<file path="src/rtl/usng_pkg.sv">
// Shared definitions for the unipolar stochastic stream-pair generator.
package usng_pkg;

  localparam int unsigned BITWIDTH_DEF = 8;

  typedef enum logic [1:0] {
    IDLE = 2'd0,
    RUN  = 2'd1,
    DONE = 2'd2
  } state_t;

endpackage

</file>
<file path="src/rtl/usng_seqgen.sv">
// Sequence counter for the stream pair; also exposes the bit-reversed count
// so the two streams stay decorrelated without any LFSR bias.
module usng_seqgen
  import usng_pkg::*;
#(
  parameter int unsigned BITWIDTH = BITWIDTH_DEF
) (
  input  logic                iClk,
  input  logic                iRst,
  input  logic                iClr,
  input  logic                iEn,
  output logic [BITWIDTH-1:0] oCnt,
  output logic [BITWIDTH-1:0] oCntRev_c
);

  always_ff @(posedge iClk) begin : cnt_reg
    if (iRst || iClr) begin
      oCnt <= '0;
    end else if (iEn) begin
      oCnt <= oCnt + BITWIDTH'(1);
    end
  end

  always_comb begin : cnt_rev
    oCntRev_c = '0;
    for (int unsigned i = 0; i < BITWIDTH; i++) begin
      oCntRev_c[i] = oCnt[BITWIDTH-1-i];
    end
  end

endmodule

</file>
<file path="src/rtl/usng_pair.sv">
// Generates a pair of exact-count unipolar stochastic streams (A and B) that
// feed a scaled adder; A compares against cnt, B against reversed cnt.
module usng_pair
  import usng_pkg::*;
#(
  parameter int unsigned BITWIDTH = BITWIDTH_DEF
) (
  input  logic                iClk,
  input  logic                iRst,
  input  logic                iStart,
  input  logic                iAbort,
  input  logic [BITWIDTH-1:0] iValA,
  input  logic [BITWIDTH-1:0] iValB,
  output logic                oA,
  output logic                oB,
  output logic                oValid,
  output logic                oBusy,
  output logic                oDone
);

  state_t                state;
  state_t                stateNxt;
  logic [BITWIDTH-1:0]   valALat;
  logic [BITWIDTH-1:0]   valBLat;
  logic [BITWIDTH-1:0]   cnt;
  logic [BITWIDTH-1:0]   cntRev;
  logic                  isLast;
  logic                  latch;
  logic                  cntClr;
  logic                  cntEn;
  logic                  aNxt;
  logic                  bNxt;
  logic                  validNxt;
  logic                  busyNxt;
  logic                  doneNxt;

  usng_seqgen #(.BITWIDTH(BITWIDTH)) u_seqgen (
    .iClk      (iClk),
    .iRst      (iRst),
    .iClr      (cntClr),
    .iEn       (cntEn),
    .oCnt      (cnt),
    .oCntRev_c (cntRev)
  );

  assign isLast = (cnt == {BITWIDTH{1'b1}});

  always_ff @(posedge iClk) begin : state_reg
    if (iRst) begin
      state <= IDLE;
    end else begin
      state <= stateNxt;
    end
  end

  // Abort only matters in IDLE (blocks a start) and RUN; DONE always completes.
  always_comb begin : next_state
    stateNxt = state;
    case (state)
      IDLE:    if (iStart && !iAbort) stateNxt = RUN;
      RUN: begin
        if (iAbort)      stateNxt = IDLE;
        else if (isLast) stateNxt = DONE;
      end
      DONE:    stateNxt = IDLE;
      default: stateNxt = IDLE;
    endcase
  end

  always_comb begin : out_logic
    latch    = 1'b0;
    cntClr   = 1'b0;
    cntEn    = 1'b0;
    aNxt     = 1'b0;
    bNxt     = 1'b0;
    validNxt = 1'b0;
    doneNxt  = 1'b0;
    case (state)
      IDLE: begin
        if (iStart && !iAbort) begin
          latch  = 1'b1;
          cntClr = 1'b1;
        end
      end
      RUN: begin
        if (!iAbort) begin
          aNxt     = (valALat > cnt);
          bNxt     = (valBLat > cntRev);
          validNxt = 1'b1;
          cntEn    = 1'b1;
        end
      end
      DONE:    doneNxt = 1'b1;
      default: ;
    endcase
    busyNxt = (stateNxt != IDLE);
  end

  always_ff @(posedge iClk) begin : out_reg
    if (iRst) begin
      valALat <= '0;
      valBLat <= '0;
      oA      <= 1'b0;
      oB      <= 1'b0;
      oValid  <= 1'b0;
      oBusy   <= 1'b0;
      oDone   <= 1'b0;
    end else begin
      if (latch) begin
        valALat <= iValA;
        valBLat <= iValB;
      end
      oA     <= aNxt;
      oB     <= bNxt;
      oValid <= validNxt;
      oBusy  <= busyNxt;
      oDone  <= doneNxt;
    end
  end

endmodule

</file>
<file path="config.mk">
export PLATFORM = sky130hd
export DESIGN_NAME = usng_pair
export DESIGN_NICKNAME = d
export VERILOG_FILES = /design/src/rtl/usng_pkg.sv /design/src/rtl/usng_seqgen.sv /design/src/rtl/usng_pair.sv
export SDC_FILE = /design/constraint.sdc
export NUM_CORES = 1
export LEC_CHECK = 0
export BUFFER_PORTS_ARGS = -buffer_cell sky130_fd_sc_hd__buf_2
export CORE_MARGIN = 10
export CORE_UTILIZATION = 50
export DETAILED_ROUTE_END_ITERATION = 8
export PLACE_DENSITY = 0.77
export REMOVE_ABC_BUFFERS = 1
export SKIP_CTS_REPAIR_TIMING = 1
export SYNTH_ARGS = -nofsm -noshare
export SYNTH_HDL_FRONTEND = slang
export SYNTH_HIERARCHICAL = 1
export SYNTH_SLANG_ARGS = --single-unit
</file>
<file path="constraint.sdc">
create_clock -name iClk -period 1.6 [get_ports iClk]
set_input_delay 0.32 -clock iClk [delete_from_list [all_inputs] [get_ports iClk]]
set_output_delay 0.32 -clock iClk [all_outputs]
set_load 0.05 [all_outputs]
</file>
# After elaboration in Yosys (flattened, before gate mapping)
# Cells that the tools add are included.
dict set report totals {
  register_bits 31
  input_bits 20
  output_inout_bits 5
  word_cells 31
}
dict set report op_classes {
  n_addsub 1
  n_lt_le_gt_ge 2
  eq_ne 3
  muxes 9
  n_bitwise 1
  reduce_logical 6
}
# op n
set op_table {}
lappend op_table {{> comparator 8 bit} 2}
lappend op_table {{adder 8 x 1 -> 8 bit (second input constant)} 1}
lappend op_table {{== test 8 bit (second input constant)} 1}
lappend op_table {{2-to-1 mux 2 bit} 3}
lappend op_table {{2-to-1 mux 1 bit} 5}
lappend op_table {{case mux 2 bit (2 select lines)} 1}
lappend op_table {{OR reduction 3 bit} 1}
lappend op_table {{== test 2 x 1 -> 1 bit (second input constant)} 1}
lappend op_table {{== test 2 bit (second input constant)} 1}
lappend op_table {{zero test 2 bit} 1}
lappend op_table {{nonzero test 2 bit} 1}
lappend op_table {{logical AND 1 bit} 1}
lappend op_table {{zero test 1 bit} 1}
lappend op_table {{logical OR 1 bit} 1}
lappend op_table {{NOT 1 bit} 1}

# Longest topological paths before layout
# Gate-level depths: netlist (run 1).
dict set report logic_depth {
  ltp_word 5
  mapped_depth 7
  depth_no_buf 6
}

# Modules after synthesis
# Netlist (run 1), hierarchy kept.
# mod n_inst cells_each area_each_um2 seq_area_each_um2
set modules_own_cells {}
lappend modules_own_cells {usng_pair 1 147 1231.2 460.4}
lappend modules_own_cells {usng_seqgen 1 46 405.4 160.2}

# Worst setup path before layout (run 1)
# Ideal clock, no wire load.
dict set report synth_path {
  kind {input -> register}
  from {input port iAbort}
  to {register u_seqgen.oCnt[5]}
  setup_ps 70
  t_arrival_ps 1349
  t_required_ps 1530
  setup_slack_ps 181
  stages 7
  path_buffers 1
  path_cell_list {nor2_2 > nand2_1 > inv_1 > buf_4 > nand4_2 > or3_1 > a21oi_1}
}
dict set report synth_via {
  elab_cells_between_ends 7
  classes_between {4 x mux; 3 x reduce/logical}
}
# item line
set synth_lines {}
lappend synth_lines {{start, declared} usng_pair.sv:11} ;# input logic iAbort,
lappend synth_lines {{2-to-1 mux 1 bit} usng_pair.sv:86} ;# if (!iAbort) begin
lappend synth_lines {{2-to-1 mux 1 bit} usng_pair.sv:78} ;# case (state)
lappend synth_lines {{named net cntEn} usng_pair.sv:30} ;# logic cntEn;
lappend synth_lines {{end signal, assigned} usng_seqgen.sv:20} ;# oCnt <= oCnt + BITWIDTH'(1);
lappend synth_lines {{end, declared} usng_seqgen.sv:12} ;# output logic [BITWIDTH-1:0] oCnt,
# The timed path passes the listed nets, and every way through them passes these cells.
# A chain may end at the register's enable or synchronous reset.

# Worst setup path in the final report (run 1)
dict set report layout_path {
  from {register u_seqgen.oCnt[1]}
  to {register oA}
}
dict set report layout_via {
  elab_chain_cells 1
}
# item line
set layout_rtl {}
lappend layout_rtl {{> comparator 8 bit} usng_pair.sv:87} ;# aNxt = (valALat > cnt);
lappend layout_rtl {{end signal, assigned} usng_pair.sv:113} ;# oA <= aNxt;
lappend layout_rtl {{end, declared} usng_pair.sv:14} ;# output logic oA,
# Every way passes these cells.

==> run summary, run 1 <==
For this block, the via count after detailed routing is 1274. The floorplan step set the die width to 77.2 um. Portion of the clock cycle consumed by the worst path in the final layout: 0.914.

The clock sink total was 31; the highest ir drop seen on vdd was 481 uV. The floorplan has 20 rows. In this run the mean area of a mapped cell was 8.48 um^2. The initial antenna violation count is 0, and the average wire per cell in the routed design is 11.9 um. The combinational group share of total power is 0.122.

The starting DRC count in detailed routing was 59. sky130_fd_sc_hd__dfxtp_1 takes more of the synthesized area than any other cell. The tightest min-delay check is of the in2reg type.

The worst slew margin relative to its limit was 0.812. For this run the aggregate overflow at the end of global routing stands at 0. Full die area: 5960 um^2.

The share of Yosys cell area claimed by the top area cell type was 0.379. Starting density of the core: 0.527. Setup repair after global routing left no endpoint under its margin. The top flip-flop cell by instance count after synthesis was sky130_fd_sc_hd__dfxtp_1. In this run the standard cell core region covers 3100 um^2. The net switching share of the total power is 0.250.

No sink is reached through more buffers than the 2 on the longest clock path. The later pin in the worst-skew pair is clocked with a latency of 330 ps. During I/O placement, the number of pins put on the boundary was 25. The area growth from synthesis to layout is 11.2%. After technology mapping, the gate count stands at 193. Setup violations remaining at the end of the flow were counted as 0. For the number of H-tree levels, the log shows 2. STA classifies the critical path startpoint as a register.

The run gives 0 as the number of pins exceeding their max-slew limit in the final report. The post-synthesis sequential element count was 31. For the sequential cell area fraction in the yosys report, the log shows 0.379.

The slew at the pin closest to its max-slew limit came out at 281 ps. The number of antenna diodes in the final layout is 0. Counting flops with a built-in enable in the synthesized netlist gives 0. Counting the fill cells in the layout gives 302.

The mean number of vias per cell was 4.86. Shortest period the worst path allows: 1460 ps. The count of input and output buffers is 24. Routability-driven placement finished with a final weighted congestion of 0.921. The critical path class was reg2reg. The total power was 0.00151 W. The cell area that synthesis handed to floorplanning was 1640 um^2. The run gives 3.12 mm as the total wire length after detailed routing.

The part of the total power dissipated in the clock network came out at 0.343. The first global-routing pass estimated 5.44 mm of wire. The tools report the clock root buffer as sky130_fd_sc_hd__clkbuf_4. Type of element capturing the critical path: a register. After clock tree synthesis, the clock-pin slew on the worst setup and hold paths is 90 ps. The tools report the post-detailed-route count of antenna-violating nets as 0. The run finished with clean final reports. The number of global-route vias before repair is 1273. The count of final hold-check violations was 0; the share of synthesized flip-flops with an asynchronous set or reset was 0. Total number of yosys warnings: 6. The cell with the most instances after synthesis was sky130_fd_sc_hd__nand2_1. The run gives 684 MHz as the highest attainable clock frequency. The highest net fanout along the worst path works out to 6. Setup total negative slack on the finished layout was measured at 0 ps. The run gives 1830 ps as the data required time at the worst endpoint.

The logs give 0 for the post-route DRC violation count and 19 for the largest net degree at the start of global routing. The number of clock buffers added by TritonCTS is 5. The logs give 2.36 mm for the final HPWL from detailed placement and 4 for the number of optimization iterations in the first detailed-route pass.

By count the netlist is led by 37 x sky130_fd_sc_hd__nand2_1, 31 x sky130_fd_sc_hd__dfxtp_1, 19 x sky130_fd_sc_hd__a21oi_1, 18 x sky130_fd_sc_hd__inv_1, 17 x sky130_fd_sc_hd__ha_1. The cell-internal power was 0.00113 W; the cell area after placement was 1750 um^2. By area the synthesized netlist is led by sky130_fd_sc_hd__dfxtp_1 38%, sky130_fd_sc_hd__ha_1 13%, sky130_fd_sc_hd__nand2_1 8.5%, sky130_fd_sc_hd__a21oi_1 5.8%, sky130_fd_sc_hd__a21oi_2 4.8%. The height of the chip is 77.2 um, and the power dissipated by switching net loads is 0.000377 W. Data arrives at the worst endpoint at 1690 ps.

Part of the power in registers: 0.535. The layout cell share with drive strength beyond 1 is 0.239, and the total global-route track usage is 0.111. The run gives 31 as the number of distinct library cell variants in the gate-level netlist after synthesis. The number of max-cap violations was 0; the final standard cell area without fillers was 1820 um^2. The power per unit of standard cell area is 830 nW/um^2, and the clock skew after layout is 5.51 ps. The number of nets at the end of the flow came out at 254. In the final layout, the registers with the most flip-flops are u_seqgen/oCnt (8), valALat (8), valBLat (8). Summed over all cells, the static leakage comes to 0.757 nW. TritonCTS built the clock tree.
power by group through the flow:
stage / registers, W / clock network (W) / logic (W)
2_1_floorplan: 0.000833 / 0 / 0.000112
3_3_place_gp: 0.000826 / 0 / 0.000183
3_5_place_dp: 0.000827 / 0 / 0.000187
4_1_cts: 0.000809 / 0.000540 / 0.000188
5_1_grt: 0.000813 / 0.000568 / 0.000213
6_report: 0.000808 / 0.000519 / 0.000184
worst max-delay path, cell delays in order (launching register included):
cell	delay, ps
sky130_fd_sc_hd__dfxtp_1	450
sky130_fd_sc_hd__inv_1	70
sky130_fd_sc_hd__ha_1	290
sky130_fd_sc_hd__nor2b_1	130
sky130_fd_sc_hd__o211ai_1	160
sky130_fd_sc_hd__a21oi_1	90
sky130_fd_sc_hd__o21a_1	180
logic make-up after synthesis:
family / count (synthesis) / synth area share
adders and majority gates: 17 / 0.130
buffers and inverters: 33 / 0.115
AOI/OAI and AO/OA: 39 / 0.148
muxes: 1 / 0.00612
and+or+nand+nor: 68 / 0.200
DFF: 31 / 0.379
xor gates and xnor gates: 4 / 0.0214
through the flow:
step / setup WS, ps / util / std cells / hold slack [ps]
final: 138 / 0.587 / 262 / 211
after global routing: 39.7 / 0.587 / 262 / 206
after CTS: 146 / 0.587 / 262 / 197
after detailed placement: 88.5 / 0.565 / 254 / 448
after global placement: 140 / 0.565 / 254 / 441
after floorplan: 173 / - / 179 / 382
placed cells by master (no fill, tap or decap), drive strengths merged:
cell / instances
nand3: 2
or2: 1
mux2i: 1
a21oi: 28
a211oi: 1
nor3b: 1
dfxtp: 31
ha: 17
xnor2: 1
o21ai: 6
nand3b: 1
o21a: 2
clkbuf: 8
nor2: 10
nand4: 9
inv: 19
xor2: 3
nor2b: 2
nand2b: 1
o211ai: 2
nor3: 1
nand2: 37
buf: 31
or3: 3
layer usage:
| metal | share of wire | wire length [um] | track usage |
|---|---|---|---|
| met1 | 0.47 | 1480 | 0.123 |
| met2 | 0.45 | 1390 | 0.176 |
| met3 | 0.058 | 182 | 0.0420 |
| met4 | 0.023 | 72 | 0.0657 |
| met5 | 0 | 0 | 0 |
final cells by class:
cell class	count	area [um^2]	share of cell area
Clock buffer	8	68.8	0.0378
Inverter	19	76.3	0.0419
Multi-Input combinational cell	129	827	0.454
Sequential cell	31	621	0.341
Tap cell	44	55.1	0.0302
Timing Repair Buffer	31	173	0.0948
worst paths after layout:
check	startpoint	end	slack [ps]	cells after the start
worst max-delay path	u_seqgen/oCnt[1]	oA	140	6
worst min-delay path	iValA[3]	valALat[3]	210	3
worst max register to register	u_seqgen/oCnt[1]	oA	140	6
worst min register to register	state[0]	oDone	450	1
(Power assumes the default switching activity.)
==> run 2: changes to the inputs <==
--- a/config.mk
+++ b/config.mk
@@ -6,10 +6,12 @@
 export NUM_CORES = 1
 export LEC_CHECK = 0
 export BUFFER_PORTS_ARGS = -buffer_cell sky130_fd_sc_hd__buf_2
+export CELL_PAD_IN_SITES_DETAIL_PLACEMENT = 0
+export CELL_PAD_IN_SITES_GLOBAL_PLACEMENT = 2
 export CORE_MARGIN = 10
-export CORE_UTILIZATION = 50
+export CORE_UTILIZATION = 33
 export DETAILED_ROUTE_END_ITERATION = 8
-export PLACE_DENSITY = 0.77
+export PLACE_DENSITY = 0.83
 export REMOVE_ABC_BUFFERS = 1
 export SKIP_CTS_REPAIR_TIMING = 1
 export SYNTH_ARGS = -nofsm -noshare
==> run 2 against run 1 <==
Net effect:
- total power increased by 11%
- core utilization decreased by 19 points
- final cell count increased by 9.2%
- non-clock buffer count increased by 1
- die area increased by 37%
- worst hold slack improved by 60 ps
- via count increased by 1.6%
==> run summary, run 2 (synthesis gave the netlist of run 1 again) <==
The logs give 522 (was 302) for the final-layout fill cell count and 4.51 ps (was 5.51 ps) for the clock skew after layout. The clock-pin transition on the worst setup and hold timing paths is 70 ps (was 90 ps). Setup repair after global routing left no endpoint under its margin. Mean number of vias per cell: 4.53 (was 4.86).

The logs give 0.00168 W (was 0.00151 W) for the total power and 25 (unchanged) for the number of I/O pins. TritonCTS built the clock tree. The number of H-tree levels is 2 (unchanged), and the initial antenna violation count is 0 (unchanged). For the data arrival time of the critical path, the log shows 1640 ps (was 1690 ps).

The run gives 25 (was 20) as the total number of placement rows. The type of element capturing the critical path is a register (unchanged). The tools report the count of final hold-check violations as 0 (unchanged). The run gives 0 (unchanged) as the number of antenna cells inserted.

Pre-CTS setup slack: 113 ps (was 88.5 ps). Highest-count cells in the layout ignoring fill and taps: 37 x sky130_fd_sc_hd__nand2_1, 31 x sky130_fd_sc_hd__dfxtp_1, 24 x sky130_fd_sc_hd__buf_2, 19 x sky130_fd_sc_hd__a21oi_1, 18 x sky130_fd_sc_hd__inv_1 (unchanged). The critical path class was reg2reg (unchanged).

The final HPWL from detailed placement was 2.62 mm (was 2.36 mm); the width of the die was 90.4 um (was 77.2 um). For the first-pass GRT wire length, the log shows 6.29 mm (was 5.44 mm). The tools report the maximum buffer depth of the clock tree as 2 (unchanged).

For the sequential cell area, the log shows 621 um^2 (unchanged). The count of input and output buffers came out at 24 (unchanged). The clock network latency to the later pin of the worst-skew pair came out at 280 ps (was 330 ps).

The run gives 0 (unchanged) as the number of pins exceeding their max-slew limit in the final report. The slew at the pin closest to its max-slew limit came out at 301 ps (was 281 ps). The starting density of the core was 0.344 (was 0.527); the height of the chip was 90.4 um (was 77.2 um).

The portion of the clock cycle consumed by the worst path in the final layout came out at 0.914 (about the same). The logs give 0.725 (was 0.921) for the weighted congestion reported at the end of routability-driven placement and 684 MHz (about the same) for the highest attainable clock frequency. Detailed-route via count: 1295 (was 1274). The shortest period the worst path allows is 1460 ps (about the same), and the power per unit of standard cell area is 889 nW/um^2 (was 830 nW/um^2). The tools report the cell count after placement as 278 (was 254). The worst slew margin relative to its limit is 0.799 (was 0.812), and the area growth from synthesis to layout is 15.4% (was 11.2%).

The run finished with clean final reports. The run gives 31 (unchanged) as the clock sink total. The average wire per cell in the routed design is 12.1 um (was 11.9 um). Nature of the critical path startpoint: a register (unchanged).

The number of cells in the finished layout apart from fillers is 286 (was 262), and the worst hold path cell count is 3 (unchanged). The total global-route track usage was 0.0927 (was 0.111); the data required time at the worst endpoint was 1780 ps (was 1830 ps). The run gives 1790 um^2 (was 1750 um^2) as the cell area after placement. The final standard cell area without fillers is 1890 um^2 (was 1820 um^2).

For the largest net degree at the start of global routing, the log shows 19 (unchanged). The number of cells on the worst reg-to-reg path was 6 (unchanged). For the post-detailed-route count of antenna-violating nets, the log shows 0 (unchanged). The logs give 4 (unchanged) for the number of optimization iterations in the first detailed-route pass and 4750 um^2 (was 3100 um^2) for the placeable core region.

The layout cell share with drive strength beyond 1 is 0.242 (was 0.239), and the full die area is 8180 um^2 (was 5960 um^2). The highest ir drop seen on vdd was 298 uV (was 481 uV); the highest net fanout along the worst path was 6 (unchanged). Number of max-cap violations: 0 (unchanged). The reported leakage power was 0.775 nW (was 0.757 nW); the remaining global-route overflow was 0 (unchanged). The number of global-route vias before repair was 1389 (was 1273). The tools report the number of CTS-inserted buffers as 5 (unchanged). The total wire length after detailed routing was 3.45 mm (was 3.12 mm); the number of nets at the end of the flow was 255 (was 254).

The post-route DRC violation count came out at 0 (unchanged). The commonest non-fill, non-tap cell in the layout is sky130_fd_sc_hd__nand2_1 (unchanged). Kind of path behind the tightest hold check: in2reg (unchanged). Clock root buffer: sky130_fd_sc_hd__clkbuf_8 (was sky130_fd_sc_hd__clkbuf_4). Leading registers by flop count: u_seqgen/oCnt (8), valALat (8), valBLat (8) (unchanged).

The final worst slack came out at 138 ps (about the same). The final sum of negative setup slack came out at 0 ps (unchanged). The combined area of the multi-input logic cells is 827 um^2 (unchanged), and the starting DRC count in detailed routing is 39 (was 59). The setup-violating endpoint count in the final report came out at 0 (unchanged).
-- run 2: cell count changes in the layout (fill, tap and decap cells not counted), sizes merged --
cell,delta
buf,+1
-- run 2: report_power, final --
part,internal [W],switching [W],total (W)
Sequential,0.000796,0.0000126,0.000808
Clock,0.000392,0.000289,0.000681
Combinational,0.0000819,0.000108,0.000190
Total,0.00127,0.000409,0.00168
-- run 2: cell type report --
type,count,area share
Timing Repair Buffer,32,0.0954
Sequential cell,31,0.329
Clock buffer,8,0.0530
Inverter,19,0.0404
Multi-Input combinational cell,129,0.438
Tap cell,67,0.0444
-- run 2: through the flow --
step            util  hold WS, ps
2_1_floorplan      -          382
3_3_place_gp   0.376          444
3_5_place_dp   0.376          438
4_1_cts        0.397          263
5_1_grt        0.397          264
6_report       0.397          271
-- run 2: worst paths after layout --
| check | startpoint | endpoint | slack [ps] |
|---|---|---|---|
| hold / removal | iValA[6] | valALat[6] | 270 |
| hold reg to reg | state[0] | oDone | 450 |
| setup reg to reg | u_seqgen/oCnt[1] | oA | 140 |
| setup / recovery | u_seqgen/oCnt[1] | oA | 140 |
-- run 2: worst max-delay path: stages, from the launching register on --
cell and delay [ps]:
sky130_fd_sc_hd__dfxtp_1 450, sky130_fd_sc_hd__inv_1 70, sky130_fd_sc_hd__ha_1 290, sky130_fd_sc_hd__nor2b_1 130, sky130_fd_sc_hd__o211ai_1 160, sky130_fd_sc_hd__a21oi_1 90
sky130_fd_sc_hd__o21a_1 170
-- run 2: metal layers --
layer,vias up,wire length [um],part of all wire,global-route usage
met3,4,229,0.066,0.0407
met5,-,0,0,0
met2,24,1470,0.43,0.145
met4,0,55,0.016,0.0438
met1,581,1690,0.49,0.106
li1,686,-,-,-
==> run 3: changes to the inputs <==
--- a/config.mk
+++ b/config.mk
@@ -6,10 +6,10 @@
 export NUM_CORES = 1
 export LEC_CHECK = 0
 export BUFFER_PORTS_ARGS = -buffer_cell sky130_fd_sc_hd__buf_2
-export CELL_PAD_IN_SITES_DETAIL_PLACEMENT = 0
-export CELL_PAD_IN_SITES_GLOBAL_PLACEMENT = 2
+export CELL_PAD_IN_SITES_DETAIL_PLACEMENT = 1
+export CELL_PAD_IN_SITES_GLOBAL_PLACEMENT = 1
 export CORE_MARGIN = 10
-export CORE_UTILIZATION = 33
+export CORE_UTILIZATION = 42
 export DETAILED_ROUTE_END_ITERATION = 8
 export PLACE_DENSITY = 0.83
 export REMOVE_ABC_BUFFERS = 1
==> run 3 against run 2 <==
Net effect:
- die area is 17% lower
- global-route usage increased by 2.8 points
- sequential cell count is the same
- clock skew up 1.2 ps
- sequential power hardly changed
- register-to-register slack barely moved
- via count is 4.2% higher
- fmax about the same
- worst hold slack got worse by 9.6 ps
- clock-buffer cell count decreased by 2
- largest cell class unchanged
==> run summary, run 3 (synthesis gave the netlist of run 1 again) <==
The flow ran to the end, and the final reports show no timing, DRC or antenna violations. The placeable core region was 3720 um^2 (was 4750 um^2); the clock-pin transition on the worst setup and hold timing paths was 70 ps (about the same). The first-pass GRT wire length was 6.30 mm (was 6.29 mm).

The run gives 0.785 nW (was 0.775 nW) as the reported leakage power. The data required time at the worst endpoint came out at 1780 ps (about the same). The post-route DRC violation count was 0 (unchanged).

The clock skew after layout was 5.69 ps (was 4.51 ps). Largest net degree at the start of global routing: 19 (unchanged). The full die area is 6790 um^2 (was 8180 um^2), and the initial antenna violation count is 0 (unchanged).

The number of antenna cells inserted came out at 0 (unchanged). The maximum buffer depth of the clock tree was 2 (unchanged); the clock network latency to the later pin of the worst-skew pair was 290 ps (was 280 ps). Setup repair after global routing left no endpoint under its margin. The starting density of the core came out at 0.440 (was 0.344).

Highest-count cells in the layout ignoring fill and taps: 37 x sky130_fd_sc_hd__nand2_1, 31 x sky130_fd_sc_hd__dfxtp_1, 24 x sky130_fd_sc_hd__buf_2, 19 x sky130_fd_sc_hd__a21oi_1, 18 x sky130_fd_sc_hd__inv_1 (unchanged). The starting DRC count in detailed routing is 24 (was 39). The nature of the critical path startpoint is a register (unchanged). The commonest non-fill, non-tap cell in the layout was sky130_fd_sc_hd__nand2_1 (unchanged). The tools report the count of final hold-check violations as 0 (unchanged). Leading registers by flop count: u_seqgen/oCnt (8), valALat (8), valBLat (8) (unchanged). The fraction of the core area covered by cells at the end of the flow is 0.506 (was 0.397), and the highest attainable clock frequency is 685 MHz (was 684 MHz). Number of pins exceeding their max-slew limit in the final report: 0 (unchanged). The final HPWL from detailed placement was 2.81 mm (was 2.62 mm); the register-to-register setup slack was 140 ps (about the same). The height of the chip was 82.4 um (was 90.4 um). For the total global-route track usage, the log shows 0.120 (was 0.0927). The width of the die works out to 82.4 um (was 90.4 um). The number of I/O pins is 25 (unchanged).

The clock root buffer is sky130_fd_sc_hd__clkbuf_8 (unchanged). The total buffers and inverters traversed by the critical path was 1 (unchanged). The data arrival time of the critical path is 1640 ps (about the same).

Final standard cell area without fillers: 1880 um^2 (was 1890 um^2). The tools report the type of element capturing the critical path as a register (unchanged). TritonCTS built the clock tree. List of cells traversed by the critical path: inv_1 -> ha_1 -> nor2b_1 -> o211ai_1 -> a21oi_1 -> o21a_1 (unchanged).

The detailed-route via count is 1350 (was 1295), and the post-detailed-route count of antenna-violating nets is 0 (unchanged). The number of cells on the worst reg-to-reg path came out at 6 (unchanged). The minimum hold slack was 261 ps (was 271 ps). The critical path's top delay family is flip-flops (unchanged). The delay of the slowest critical-path stage works out to 450 ps (about the same). For the number of max-cap violations, the log shows 0 (unchanged).

The beginning of the critical path is u_seqgen/oCnt[1] (unchanged). Critical register-to-register path endpoint: oA (unchanged). The portion of the clock cycle consumed by the worst path in the final layout was 0.913 (was 0.914); the total wire length after detailed routing was 3.68 mm (was 3.45 mm). The number of H-tree levels was 2 (unchanged). Worst slew margin relative to its limit: 0.801 (was 0.799). The clock sink total was 31 (unchanged); the area growth from synthesis to layout was 15.0% (was 15.4%).

The mean number of vias per cell came out at 5.06 (was 4.53). The tools report the number of cells in the finished layout apart from fillers as 267 (was 286). The slew at the pin closest to its max-slew limit was 298 ps (was 301 ps); the cell count after placement was 259 (was 278).

The layout cell share with drive strength beyond 1 was 0.247 (was 0.242); the count of input and output buffers was 24 (unchanged). The remaining global-route overflow is 0 (unchanged), and the power per unit of standard cell area is 961 nW/um^2 (was 889 nW/um^2). The number of nets at the end of the flow is 255 (unchanged). Highest-delay cell along the critical path: sky130_fd_sc_hd__dfxtp_1 (unchanged). The tools report the highest ir drop seen on vdd as 479 uV (was 298 uV).

The launching point of the worst reg2reg path is u_seqgen/oCnt[1] (unchanged). The critical path class is reg2reg (unchanged). The run gives 1760 um^2 (was 1790 um^2) as the cell area after placement.

The number of CTS-inserted buffers came out at 5 (unchanged). The logs give 0.826 (was 0.725) for the weighted congestion reported at the end of routability-driven placement and 4 (unchanged) for the number of optimization iterations in the first detailed-route pass. Shortest period the worst path allows: 1460 ps (about the same).

Final sum of negative setup slack: 0 ps (unchanged). The total stage count of the critical path was 6 (unchanged). The tools report the destination of the critical timing path as oA (unchanged). The average wire per cell in the routed design came out at 13.8 um (was 12.1 um). The total number of placement rows is 22 (was 25).

The run gives 0 (unchanged) as the setup-violating endpoint count in the final report. The kind of path behind the tightest hold check is in2reg (unchanged). The highest net fanout along the worst path is 6 (unchanged), and the number of global-route vias before repair is 1387 (was 1389).
==> run 3: power breakdown <==
group | internal [W] | total (W) | switching [W] | leakage (nW)
logic | 0.0000827 | 0.000194 | 0.000111 | 0.472
registers | 0.000796 | 0.000809 | 0.0000131 | 0.252
clock network | 0.000504 | 0.000806 | 0.000303 | 0.0612
total | 0.00138 | 0.00181 | 0.000427 | 0.785
==> run 3: cell type report <==
| cell class | count | area, um^2 |
|---|---|---|
| Clock buffer | 6 | 82.6 |
| Clock inverter | 2 | 35.0 |
| Fill cell | 467 | 1830 |
| Inverter | 19 | 76.3 |
| Multi-Input combinational cell | 129 | 827 |
| Sequential cell | 31 | 621 |
| Tap cell | 48 | 60.1 |
| Timing Repair Buffer | 32 | 180 |
==> run 3: per-layer routing <==
| metal | share of wire | track usage | up-vias |
|---|---|---|---|
| li1 | - | - | 687 |
| met1 | 0.45 | 0.141 | 630 |
| met2 | 0.45 | 0.182 | 27 |
| met3 | 0.075 | 0.0572 | 6 |
| met4 | 0.023 | 0.0578 | 0 |
| met5 | 0 | 0 | - |
==> run 3: worst min path at each step <==
stage | from | to | slack (ps) | depth (start not counted)
after floorplan | iRst | valALat[0] | 380 | 1
after global placement | state[0] | oDone | 450 | 1
after detailed placement | state[0] | oDone | 440 | 1
after CTS | iValB[1] | valBLat[1] | 250 | 3
after global routing | iValB[0] | valBLat[0] | 260 | 3
final | iValB[1] | valBLat[1] | 260 | 3
==> run 3: tightest hold or removal path, cell delays in order <==
cell and delay, ps:
sky130_fd_sc_hd__buf_2 90, sky130_fd_sc_hd__nand2_1 40, sky130_fd_sc_hd__a21oi_1 50
==> run 3: metrics by stage <==
stage	setup WS (ps)	total power [W]
2_1_floorplan	173	0.000945
3_3_place_gp	186	0.00101
3_5_place_dp	124	0.00102
4_1_cts	130	0.00184
5_1_grt	14.0	0.00189
6_report	139	0.00181
